## src/rtl/uart_txq.sv

```systemverilog
// -----------------------------------------------------------------------------
// uart_txq -- byte queue feeding a downstream UART byte transmitter.
//
// A circular buffer of 2^DEPTH_LOG2 bytes. Bytes go in through a push strobe.
// They are handed to the transmitter one at a time while the queue is enabled
// and the transmitter is idle. Occupancy flags come only from registered state.
//
// Ports
//   clk        in   system clock, all state updates on the rising edge
//   resetq     in   asynchronous active-low reset
//   wr         in   push strobe, one byte per cycle
//   wr_data    in   [7:0] byte to push
//   flush      in   synchronous clear of the queue (wins over push and issue)
//   enable     in   allows bytes to be handed to the transmitter
//   uart_busy  in   transmitter busy flag
//   uart_wr    out  start strobe to the transmitter (combinational issue)
//   uart_dat   out  [7:0] entry at the read pointer
//   full       out  level == 2^DEPTH_LOG2
//   empty      out  level == 0
//   level      out  [DEPTH_LOG2:0] current occupancy
//   overflow   out  sticky flag, set when a push is dropped because full
//   sent       out  [15:0] wrapping count of bytes issued
// -----------------------------------------------------------------------------
module uart_txq #(
  parameter int DEPTH_LOG2 = 4
) (
  input  logic                  clk,
  input  logic                  resetq,
  input  logic                  wr,
  input  logic [7:0]            wr_data,
  input  logic                  flush,
  input  logic                  enable,
  input  logic                  uart_busy,
  output logic                  uart_wr,
  output logic [7:0]            uart_dat,
  output logic                  full,
  output logic                  empty,
  output logic [DEPTH_LOG2:0]   level,
  output logic                  overflow,
  output logic [15:0]           sent
);

  localparam int DEPTH = 2 ** DEPTH_LOG2;
  localparam logic [DEPTH_LOG2:0]   LVL_FULL = (DEPTH_LOG2 + 1)'(DEPTH);
  localparam logic [DEPTH_LOG2:0]   LVL_ZERO = (DEPTH_LOG2 + 1)'(32'd0);
  localparam logic [DEPTH_LOG2:0]   LVL_ONE  = (DEPTH_LOG2 + 1)'(32'd1);
  localparam logic [DEPTH_LOG2-1:0] PTR_ZERO = DEPTH_LOG2'(32'd0);
  localparam logic [DEPTH_LOG2-1:0] PTR_ONE  = DEPTH_LOG2'(32'd1);

  logic [7:0]            r_mem [DEPTH];
  logic [DEPTH_LOG2-1:0] r_rd_ptr;
  logic [DEPTH_LOG2-1:0] r_wr_ptr;
  logic [DEPTH_LOG2:0]   r_level;
  logic                  r_overflow;
  logic [15:0]           r_sent;

  logic [DEPTH_LOG2-1:0] w_rd_ptr_nxt;
  logic [DEPTH_LOG2-1:0] w_wr_ptr_nxt;
  logic [DEPTH_LOG2:0]   w_level_nxt;
  logic                  w_overflow_nxt;
  logic [15:0]           w_sent_nxt;

  logic w_full;
  logic w_empty;
  logic w_issue;
  logic w_push;

  // Flags come from the registered level only, so full is judged before this
  // cycle's pop: a push into a full queue is dropped even if a byte leaves.
  assign w_full  = (r_level == LVL_FULL);
  assign w_empty = (r_level == LVL_ZERO);
  assign w_issue = enable & ~w_empty & ~uart_busy & ~flush;
  assign w_push  = wr & ~w_full & ~flush;

  assign uart_wr  = w_issue;
  assign uart_dat = r_mem[r_rd_ptr];
  assign full     = w_full;
  assign empty    = w_empty;
  assign level    = r_level;
  assign overflow = r_overflow;
  assign sent     = r_sent;

  // Storage write; contents are qualified by level, so they carry no reset.
  always_ff @(posedge clk) begin
    if (w_push) begin
      r_mem[r_wr_ptr] <= wr_data;
    end else begin
      r_mem[r_wr_ptr] <= r_mem[r_wr_ptr];
    end
  end

  // Next-state for pointers, level, overflow and the issued-byte counter.
  always_comb begin
    w_rd_ptr_nxt   = r_rd_ptr;
    w_wr_ptr_nxt   = r_wr_ptr;
    w_level_nxt    = r_level;
    w_overflow_nxt = r_overflow;
    w_sent_nxt     = r_sent;
    if (flush) begin
      // sent deliberately keeps its value across a flush
      w_rd_ptr_nxt   = PTR_ZERO;
      w_wr_ptr_nxt   = PTR_ZERO;
      w_level_nxt    = LVL_ZERO;
      w_overflow_nxt = 1'b0;
    end else begin
      if (w_push) begin
        w_wr_ptr_nxt = r_wr_ptr + PTR_ONE;
      end else begin
        w_wr_ptr_nxt = r_wr_ptr;
      end
      if (w_issue) begin
        w_rd_ptr_nxt = r_rd_ptr + PTR_ONE;
        w_sent_nxt   = r_sent + 16'd1;
      end else begin
        w_rd_ptr_nxt = r_rd_ptr;
        w_sent_nxt   = r_sent;
      end
      if (wr & w_full) begin
        w_overflow_nxt = 1'b1;
      end else begin
        w_overflow_nxt = r_overflow;
      end
      case ({w_push, w_issue})
        2'b10:   w_level_nxt = r_level + LVL_ONE;
        2'b01:   w_level_nxt = r_level - LVL_ONE;
        default: w_level_nxt = r_level;
      endcase
    end
  end

  // Control state register with asynchronous active-low reset.
  always_ff @(posedge clk or negedge resetq) begin
    if (!resetq) begin
      r_rd_ptr   <= PTR_ZERO;
      r_wr_ptr   <= PTR_ZERO;
      r_level    <= LVL_ZERO;
      r_overflow <= 1'b0;
      r_sent     <= 16'd0;
    end else begin
      r_rd_ptr   <= w_rd_ptr_nxt;
      r_wr_ptr   <= w_wr_ptr_nxt;
      r_level    <= w_level_nxt;
      r_overflow <= w_overflow_nxt;
      r_sent     <= w_sent_nxt;
    end
  end

endmodule

```

## config.mk

```make
export PLATFORM = sky130hd
export DESIGN_NAME = uart_txq
export DESIGN_NICKNAME = d
export VERILOG_FILES = /design/src/rtl/uart_txq.sv
export SDC_FILE = /design/constraint.sdc
export NUM_CORES = 1
export LEC_CHECK = 0
export BUFFER_PORTS_ARGS = -buffer_cell sky130_fd_sc_hd__buf_2
export CAP_MARGIN = 5
export CORE_UTILIZATION = 55
export CTS_CLUSTER_DIAMETER = 40
export DETAILED_ROUTE_END_ITERATION = 10
export HOLD_SLACK_MARGIN = 0.03
export PLACE_DENSITY = 0.7
export RECOVER_POWER = 50
export SLEW_MARGIN = 40
export SYNTH_ARGS = -nofsm -noshare
export SYNTH_HDL_FRONTEND = slang
export SYNTH_SLANG_ARGS = --single-unit
```

## constraint.sdc

```tcl
create_clock -name clk -period 3.55 [get_ports clk]
set_input_delay 0.355 -clock clk [delete_from_list [all_inputs] [get_ports clk]]
set_output_delay 0.355 -clock clk [all_outputs]
set_load 0.01 [all_outputs]
```

==> results of run 1 <==
[flip-flops by register name, summed over array words and instances (netlist names)]
| signal | cells |
|---|---|
| r_wr_ptr | 4 |
| r_mem | 128 |
| sent | 16 |
| overflow | 1 |
| level | 5 |
| r_rd_ptr | 4 |
[logic make-up after synthesis]
family                   Yosys count
flip-flops                       158
AND/OR/NAND/NOR                   89
AO/OA/AOI/OAI                     59
multiplexers                      52
buffers and inverters             26
XOR/XNOR                          23
adder cells (fa/ha/maj)           10
[worst max path at each step]
stage	cells past startpoint	to	slack (ps)
global placement	10	level[3]$_DFFE_PN0P_	920
CTS	6	uart_dat[6]	650
detailed placement	10	level[3]$_DFFE_PN0P_	800
floorplan	10	level[3]$_DFFE_PN0P_	970
global route	6	uart_dat[2]	470
finish	6	uart_dat[6]	660
[cell type report]
type	count	area (sq um)
clock buffers	17	425
well taps	143	179
clock inverters	15	179
multi-input cells	233	1960
fillers	807	3980
repair buffers	54	274
flip-flops and latches	158	4600
inverters	7	26.3
[report_power, final]
part | switching, mW | internal, mW | leakage, nW | total, mW
combinational | 0.288 | 0.241 | 0.817 | 0.529
sequential | 0.0783 | 2.06 | 1.55 | 2.14
clock | 0.771 | 1.06 | 0.293 | 1.83
[worst min-delay path: cells and delay by family]
family | cells | cell delay (ps)
AOI/OAI and AO/OA | 1 | 70
buffers and inverters | 1 | 160
and+or+nand+nor | 1 | 100
[cell usage in the layout (no fill, tap or decap), types with 8 or more instances in the layout]
cell       instances
mux2_2             9
ha_1               9
o21ai_0           17
xnor2_1           15
nand2_1           23
edfxtp_1         128
clkbuf_16         17
mux2i_1           24
a221oi_1           8
and2_1            14
dfrtp_1           29
a22oi_1            8
buf_2             21
mux4_2            16
xor2_1             8
clkbuf_1          25
a21oi_1           14
nor2_1            17
[per-layer routing]
metal,vias to the layer above,part of all wire [%],global-route usage (%)
met5,-,0,0
met4,0,1.9,9.60
met3,23,5.3,5.24
met2,119,47,35.3
met1,1881,46,33.2
li1,1706,-,-
==> summary.txt, run 1 <==
Run status
  • Outcome: complete, but fails checks
  • Failing checks: DRC, capacitance limit, slew limit

Yosys
  • Largest family of logic cells by synthesized area: multiplexers
  • Register area share after synthesis: 69.0%
  • Main synth FF type: edfxtp_1
  • Synth Area in Compound Gates: 6.09%
  • Syn nets: 441
  • Syn_area_per_cell: 16.0 sq um
  • Synth Register Bits: 158
  • Synth warn: 0
  • Share of the synthesized area in the top cell type: 57.7%
  • Synthesized area: 6660 sq um
  • Commonest cells post-synth: edfxtp_1, dfrtp_1, mux2i_1
  • Post-synthesis simple-gate area fraction: 7.14%
  • Count leader, synth: edfxtp_1
  • Ys async rst share: 19.0%
  • Netlist cell types: 46
  • Synth area leader: edfxtp_1
  • Post-synth EDFFs: 128
  • Post-synthesis mux area share: 11.0%
  • Adder-cell share of the synthesized area: 1.99%
  • Post-Syn Instances: 417
  • Synth top area cells: edfxtp_1, dfrtp_1, mux4_2
  • Post-Synth XOR/XNOR Area: 3.02%

Global routing
  • First-pass GRT wire length: 20,900 microns
  • Gr usage total: 23.3%
  • Grt ovf: 0
  • Vias in the first global route: 3,679
  • Initial antenna violation count: 0
  • Largest net degree at the start of global routing: 31

Worst hold path
  • HP Start: wr
  • Hold endpoint: level[4]$_DFFE_PN0P_
  • Hold path depth: 3
  • Hold Path Class: in2reg

Setup path
  • Crit Path Class: reg2out
  • CP startpoint: r_rd_ptr[2]$_DFFE_PN0P_
  • Cell family with most CP delay: flip-flops
  • Worst R2R Setup Slack: 780 ps
  • CP arrival: 2540 ps
  • Crit Path Max Fanout: 12
  • Worst r2r src: level[0]$_DFFE_PN0P_
  • Req. time, crit path: 3190 ps
  • R2R depth: 10
  • Slowest CP cell: dfrtp_1
  • Crit-path cells: nor2b_1 > buf_4 > a221oi_1 > o21ai_0 > nand2_1 > buf_2
  • Worst Path Buf+Inv: 2
  • CP Capture Type: output port
  • Crit start category: flip-flop
  • Reg2reg end: level[3]$_DFFE_PN0P_
  • CP peak stage delay: 660 ps

STA
  • Pins Over Slew Limit: 31
  • Fmax: 346 MHz
  • Hold WS: 307 ps
  • Slew headroom: -10.8%
  • Final period utilization: 81.4%
  • Final setup vio count: 0
  • Max Clock Skew: 7.19 ps
  • Post-layout worst setup margin: 659 ps
  • Worst Max-Slew Pin Slew: 1660 ps
  • TNS Setup: 0 ps
  • Final Hold Fails: 0
  • Final min period: 2890 ps
  • Unrepaired setup endpoints after global routing: false

Detailed routing
  • Post-route ant nets: 0
  • # DRC: 2
  • Via density: 5.95
  • Routed wire length: 13,100 microns
  • Wire per inst: 20.9 microns
  • Via count: 3,729
  • TritonRoute pass-1 iters: 7
  • Initial drt markers: 337

Place
  • Post-placement setup slack: 796 ps
  • DP Cell Count: 594
  • Buffers on Ports: 46
  • Post-DP HPWL: 8170 microns
  • Routability cong.: 0.771
  • Area post-placement: 7060 sq um

Cells and area
  • Final nets: 495
  • Layout cells sized above 1: 19.8%
  • Util after Layout: 65.8%
  • Area Overhead vs Synth: 14.7%
  • Final cell count without fillers: 627
  • Final Cell Area: 7640 sq um
  • Inserted Diodes: 0

CTS
  • Clock Path Buffers: 2
  • Hold_buf cts: 1
  • Worst-path clk slew: 60 ps
  • Clock Root Buffer: clkbuf_16
  • CTS tree: done
  • Clock sink count: 158
  • Setup Buffers After CTS: 0
  • CTS Buf Count: 17
  • Post-CTS Resized: 0
  • H-Tree Depth: 4
  • Clk_lat worst skew: 430 ps

Power and ir drop
  • Overall power: 4.50 mW
  • Pwr dens: 589 nW/um^2
  • Maximum vdd drop: 376 uV
  • Leakage power: 2.66 nW

Floorplanning
  • I/O pins: 47
  • Die height: 112 microns
  • Starting Density: 57.3%
  • Total die area: 12,600 sq um
  • Die W: 112 microns
  • Core area: 11,600 sq um
  • Site Rows: 39

Job
  • Max-Cap Viols: 1
No activity file was read; power rests on OpenSTA's default activity.
==> run 2: changes to the inputs <==
==> constraint.sdc (replaced) <==
create_clock -name clk -period 3 [get_ports clk]
set_input_delay 0.3 -clock clk [delete_from_list [all_inputs] [get_ports clk]]
set_output_delay 0.3 -clock clk [all_outputs]
set_load 0.01 [all_outputs]
==> summary.txt, run 2 (synthesized netlist as in run 1, its figures left out) <==
STA
  • Unrepaired setup endpoints after global routing: false (unchanged)
  • Final setup vio count: 0 (unchanged)
  • Worst Max-Slew Pin Slew: 1630 ps (was 1660 ps)
  • Pins Over Slew Limit: 31 (unchanged)
  • Slew headroom: -8.72% (was -10.8%)
  • Final period utilization: 91.3%
  • TNS Setup: 0 ps (unchanged)
  • Final min period: 2740 ps
  • Max Clock Skew: 6.82 ps (was 7.19 ps)
  • Final Hold Fails: 0 (unchanged)
  • Fmax: 365 MHz

Cells and area
  • Fillers: 829 (was 807)
  • Sequential Area: 4600 sq um (unchanged)
  • Layout cells sized above 1: 19.9% (was 19.8%)
  • Area Overhead vs Synth: 14.8% (was 14.7%)
  • Inserted Diodes: 0 (unchanged)
  • Most frequent cells in the layout: edfxtp_1, dfrtp_1, clkbuf_1, mux2i_1, nand2_1 (unchanged)
  • Largest register FFs: 128 (unchanged)
  • Largest Register: r_mem (unchanged)
  • Multi-input logic area: 1960 sq um (about the same)
  • Most common cell after layout, fill and taps aside: edfxtp_1 (unchanged)
  • Final nets: 498 (was 495)
  • Final cell count without fillers: 630 (was 627)

Floorplanning
  • Die height: 112 microns (unchanged)
  • Starting Density: 57.3% (unchanged)
  • Site Rows: 39 (unchanged)
  • I/O pins: 47 (unchanged)
  • Core area: 11,600 sq um (unchanged)
  • Die W: 112 microns (unchanged)
  • Total die area: 12,600 sq um (unchanged)

Setup path
  • Req. time, crit path: 2700 ps (was 3190 ps)
  • Crit Path Max Fanout: 20 (was 12)
  • CP most frequent cell: o21ai_0
  • Worst Path Buf+Inv: 2 (unchanged)
  • Slowest CP cell: dfrtp_2 (was dfrtp_1)
  • Crit Path Class: reg2out (unchanged)
  • CP arrival: 2440 ps (was 2540 ps)
  • CP Capture Type: output port (unchanged)
  • Crit-path cells: buf_12 > mux2_2 > o21ai_0 > a21oi_1 > o21ai_0 > nand2_1 > buf_2 (was nor2b_1 > buf_4 > a221oi_1 > o21ai_0 > nand2_1 > buf_2)
  • Cell family with most CP delay: flip-flops (unchanged)
  • Crit start category: flip-flop (unchanged)
  • CP peak stage delay: 730 ps (was 660 ps)

Run status
  • Outcome: complete, but fails checks (unchanged)
  • Failing checks: DRC, capacitance limit, slew limit (unchanged)

Place
  • Buffers on Ports: 46 (unchanged)
  • Post-DP HPWL: 8510 microns (was 8170 microns)
  • Routability cong.: 0.803 (was 0.771)
  • DP Cell Count: 597 (was 594)

Global routing
  • Gr usage total: 22.2% (was 23.3%)
  • Grt ovf: 0 (unchanged)
  • Initial antenna violation count: 0 (unchanged)
  • Vias in the first global route: 3,655 (was 3,679)
  • Largest net degree at the start of global routing: 31 (unchanged)
  • First-pass GRT wire length: 20,400 microns (was 20,900 microns)

Detailed routing
  • Post-route ant nets: 0 (unchanged)
  • # DRC: 2 (unchanged)
  • TritonRoute pass-1 iters: 8 (was 7)
  • Via count: 3,696 (was 3,729)
  • Wire per inst: 20.6 microns (was 20.9 microns)
  • Routed wire length: 13,000 microns (was 13,100 microns)
  • Via density: 5.87 (was 5.95)
  • Initial drt markers: 373 (was 337)

Job
  • Max-Cap Viols: 1 (unchanged)

CTS
  • Clock Root Buffer: clkbuf_16 (unchanged)
  • Clock Path Buffers: 2 (unchanged)
  • H-Tree Depth: 4 (unchanged)
  • CTS Buf Count: 17 (unchanged)
  • CTS tree: done (unchanged)
  • Clk_lat worst skew: 420 ps (was 430 ps)
  • Setup Buffers After CTS: 0 (unchanged)
  • Post-CTS Resized: 0 (unchanged)
  • Clock sink count: 158 (unchanged)
  • Worst-path clk slew: 60 ps (about the same)
  • Hold_buf cts: 1 (unchanged)

Power and ir drop
  • Leakage power: 2.67 nW (was 2.66 nW)
  • Overall power: 5.26 mW (was 4.50 mW)
  • Maximum vdd drop: 401 uV (was 376 uV)
  • Pwr dens: 687 nW/um^2 (was 589 nW/um^2)

Worst hold path
  • Hold Path Class: in2reg (unchanged)
==> run 2: power by group <==
part,internal [mW],switching (mW),total (mW)
logic,0.292,0.336,0.627
clock network,1.25,0.846,2.09
registers,2.44,0.0979,2.53
==> run 2: final timing paths <==
path	from	to	cells after the start	slack [ps]
min	wr	overflow$_DFFE_PN0P_	3	270
max	r_rd_ptr[0]$_DFFE_PN0P_	uart_dat[2]	7	260
max reg2reg	level[0]$_DFFE_PN0P_	level[3]$_DFFE_PN0P_	10	270
min in group asynchronous	resetq	sent[14]$_DFFE_PN0P_	2	840
min reg2reg	sent[15]$_DFFE_PN0P_	sent[15]$_DFFE_PN0P_	1	470
max in group asynchronous	resetq	r_rd_ptr[0]$_DFFE_PN0P_	2	1100
==> run 2: worst min-delay path, stage by stage <==
cell and delay, ps:
buf_2 160, a21oi_1 140, nor2_1 50
==> run 2: final cells by class <==
cell class | instances | share of cell area (%)
inverter | 7 | 0.344
sequential | 158 | 60.1
timing repair buffer | 57 | 4.04
clock buffer | 19 | 5.79
clock inverter | 13 | 1.80
tap | 143 | 2.34
multi-input combinational | 233 | 25.6
==> run 2: metal layers <==
layer  global-route usage (%)  wire (microns)  share of wire, %  vias up
li1                         -               -                 -     1716
met1                     32.0            5980                46     1841
met5                        0               0                 0        -
met3                     3.94             754               5.8       21
met2                     33.7            5990                46      118
met4                     9.87             246               1.9        0
==> run 2: stage by stage <==
stage	area (sq um)	setup WS, ps	util (%)	hold slack, ps
after floorplan	6660	423	-	4.41
after global placement	7090	371	61.0	381
after detailed placement	7090	286	61.0	383
after CTS	7680	226	66.1	246
after global routing	7650	56.7	65.8	292
final	7650	262	65.8	266
==> run 3: changes to the inputs <==
--- a/config.mk
+++ b/config.mk
@@ -7,11 +7,13 @@
 export LEC_CHECK = 0
 export BUFFER_PORTS_ARGS = -buffer_cell sky130_fd_sc_hd__buf_2
 export CAP_MARGIN = 5
-export CORE_UTILIZATION = 55
+export CELL_PAD_IN_SITES_DETAIL_PLACEMENT = 1
+export CELL_PAD_IN_SITES_GLOBAL_PLACEMENT = 1
+export CORE_UTILIZATION = 51
 export CTS_CLUSTER_DIAMETER = 40
 export DETAILED_ROUTE_END_ITERATION = 10
 export HOLD_SLACK_MARGIN = 0.03
-export PLACE_DENSITY = 0.7
+export PLACE_DENSITY = 0.75
 export RECOVER_POWER = 50
 export SLEW_MARGIN = 40
 export SYNTH_ARGS = -nofsm -noshare
==> summary.txt, run 3 (synthesized netlist as in run 1, its figures left out) <==
Floorplanning
  • Die height: 116 microns (was 112 microns)
  • Total die area: 13,500 sq um (was 12,600 sq um)
  • Site Rows: 41 (was 39)
  • Die W: 116 microns (was 112 microns)
  • Core area: 12,700 sq um (was 11,600 sq um)
  • Starting Density: 52.6% (was 57.3%)
  • I/O pins: 47 (unchanged)

CTS
  • Worst-path clk slew: 60 ps (about the same)
  • Clock sink count: 158 (unchanged)
  • Setup Buffers After CTS: 0 (unchanged)
  • Hold_buf cts: 1 (unchanged)
  • Clock Path Buffers: 2 (unchanged)
  • CTS tree: done (unchanged)
  • CTS Buf Count: 17 (unchanged)
  • Clock Root Buffer: clkbuf_16 (unchanged)
  • H-Tree Depth: 4 (unchanged)
  • Clk_lat worst skew: 420 ps (about the same)
  • Post-CTS Resized: 0 (unchanged)

Global routing
  • Initial antenna violation count: 0 (unchanged)
  • Gr usage total: 25.4% (was 22.2%)
  • Vias in the first global route: 4,053 (was 3,655)
  • Largest net degree at the start of global routing: 31 (unchanged)
  • Grt ovf: 0 (unchanged)
  • Met3 Track Usage GR: 5.24% (was 3.94%)
  • Met2 Track Usage GR: 43.1% (was 33.7%)
  • First-pass GRT wire length: 24,000 microns (was 20,400 microns)
  • Met1 usage: 32.1% (was 32.0%)
  • GR peak layer: met2 (unchanged)

Setup path
  • Crit Path Class: reg2out (unchanged)
  • R2R depth: 9 (was 10)
  • Crit Path Max Fanout: 12 (was 20)
  • CP arrival: 2510 ps (was 2440 ps)
  • Worst r2r src: level[0]$_DFFE_PN0P_ (unchanged)
  • CP Capture Type: output port (unchanged)
  • Crit start category: flip-flop (unchanged)
  • Req. time, crit path: 2700 ps (about the same)
  • Reg2reg end: level[4]$_DFFE_PN0P_ (was level[3]$_DFFE_PN0P_)
  • Worst R2R Setup Slack: 240 ps (was 270 ps)

Cells and area
  • Largest Register: r_mem (unchanged)
  • Multi-input logic area: 1960 sq um (unchanged)
  • Most frequent cells in the layout: edfxtp_1, dfrtp_1, clkbuf_1, mux2i_1, nand2_1 (unchanged)
  • Layout cells sized above 1: 19.0% (was 19.9%)
  • Largest register FFs: 128 (unchanged)
  • Inserted Diodes: 0 (unchanged)
  • Sequential Area: 4600 sq um (unchanged)
  • Area Overhead vs Synth: 15.3% (was 14.8%)
  • Final nets: 499 (was 498)
  • Fillers: 1,179 (was 829)
  • Most common cell after layout, fill and taps aside: edfxtp_1 (unchanged)

Detailed routing
  • Via density: 5.89 (was 5.87)
  • Initial drt markers: 198 (was 373)
  • Via count: 3,872 (was 3,696)
  • # DRC: 0 (was 2)
  • Routed wire length: 15,800 microns (was 13,000 microns)
  • Post-route ant nets: 0 (unchanged)
  • Wire per inst: 24.1 microns (was 20.6 microns)
  • TritonRoute pass-1 iters: 4 (was 8)

Power and ir drop
  • Pwr dens: 696 nW/um^2 (was 687 nW/um^2)
  • Switching pwr: 1.25 mW (was 1.28 mW)
  • Leakage power: 2.68 nW (was 2.67 nW)
  • Combinational power share: 12.2% (was 11.9%)
  • Sw Ratio: 23.4% (was 24.3%)
  • Overall power: 5.35 mW (was 5.26 mW)
  • Maximum vdd drop: 368 uV (was 401 uV)
  • Seq pwr share: 47.3% (was 48.2%)
  • Pint: 4.09 mW (was 3.98 mW)
  • Clk pwr share: 40.6% (was 39.8%)

Worst hold path
  • Hold path depth: 4 (was 3)
  • Hold Path Class: in2reg (unchanged)
  • HP Start: flush (was wr)
  • Hold endpoint: sent[2]$_DFFE_PN0P_ (was overflow$_DFFE_PN0P_)

Place
  • Post-placement setup slack: 227 ps (was 286 ps)
  • Buffers on Ports: 46 (unchanged)
  • Routability cong.: 0.776 (was 0.803)
  • Post-DP HPWL: 9760 microns (was 8510 microns)

STA
  • Pins Over Slew Limit: 31 (unchanged)
  • Max Clock Skew: 7.00 ps (was 6.82 ps)
  • Post-layout worst setup margin: 193 ps (was 262 ps)
  • Fmax: 356 MHz (was 365 MHz)
  • Final period utilization: 93.6% (was 91.3%)
  • Slew headroom: -11.4% (was -8.72%)
  • Worst Max-Slew Pin Slew: 1670 ps (was 1630 ps)
  • TNS Setup: 0 ps (unchanged)
  • Final Hold Fails: 0 (unchanged)
  • Final min period: 2810 ps (was 2740 ps)
  • Final setup vio count: 0 (unchanged)
  • Unrepaired setup endpoints after global routing: false (unchanged)

Run status
  • Failing checks: capacitance limit, slew limit (was DRC, capacitance limit, slew limit)
  • Outcome: complete, but fails checks (unchanged)

Job
  • Max-Cap Viols: 1 (unchanged)
-- run 3: changes by cell type in the layout (fill, tap and decap cells not counted), sizes merged --
cell,before,now
clkinvlp,3,0
bufinv,2,4
inv,9,7
buf,31,32
-- run 3: final cells by class --
type | count | area share [%]
tap | 172 | 2.80
inverter | 7 | 0.342
clock inverter | 10 | 1.92
timing repair buffer | 58 | 3.96
sequential | 158 | 59.9
multi-input combinational | 233 | 25.5
clock buffer | 19 | 5.64
-- run 3: how the worst max path moves through the flow --
stage	start	end	depth (start not counted)
finish	r_rd_ptr[2]$_DFFE_PN0P_	uart_dat[0]	5
global route	level[0]$_DFFE_PN0P_	level[4]$_DFFE_PN0P_	9
CTS	level[0]$_DFFE_PN0P_	level[3]$_DFFE_PN0P_	10
detailed placement	level[0]$_DFFE_PN0P_	level[3]$_DFFE_PN0P_	10
global placement	level[0]$_DFFE_PN0P_	level[3]$_DFFE_PN0P_	10
floorplan	level[1]$_DFFE_PN0P_	level[3]$_DFFE_PN0P_	10
-- run 3: metrics by stage --
step                hold WS, ps  utilization (%)  std cells  instance area, sq um
floorplan                  4.41                -        417                  6660
global placement            384             56.2        627                  7120
detailed placement          394             56.2        627                  7120
CTS                         234             60.8        657                  7710
global route                252             60.6        657                  7680
finish                      239             60.6        657                  7680
-- run 3: routing by layer --
layer	up-vias	part of all wire (%)
met5	-	0
met1	2032	43
li1	1720	-
met4	0	2.0
met2	98	52
met3	22	3.1
-- run 3: power groups by stage --
stage	sequential (mW)	clock, mW	combinational, mW
global placement	2.56	0	0.637
detailed placement	2.57	0	0.665
CTS	2.52	2.19	0.672
global route	2.54	2.27	0.710
floorplan	2.56	0	0.432
finish	2.53	2.17	0.651
-- run 3: worst max-delay path, cell delays in order, from the launching register on --
cell and delay [ps]:
dfrtp_1 770, and2_1 580, a221oi_1 200, a22oi_1 250, nand2_1 120, buf_2 160
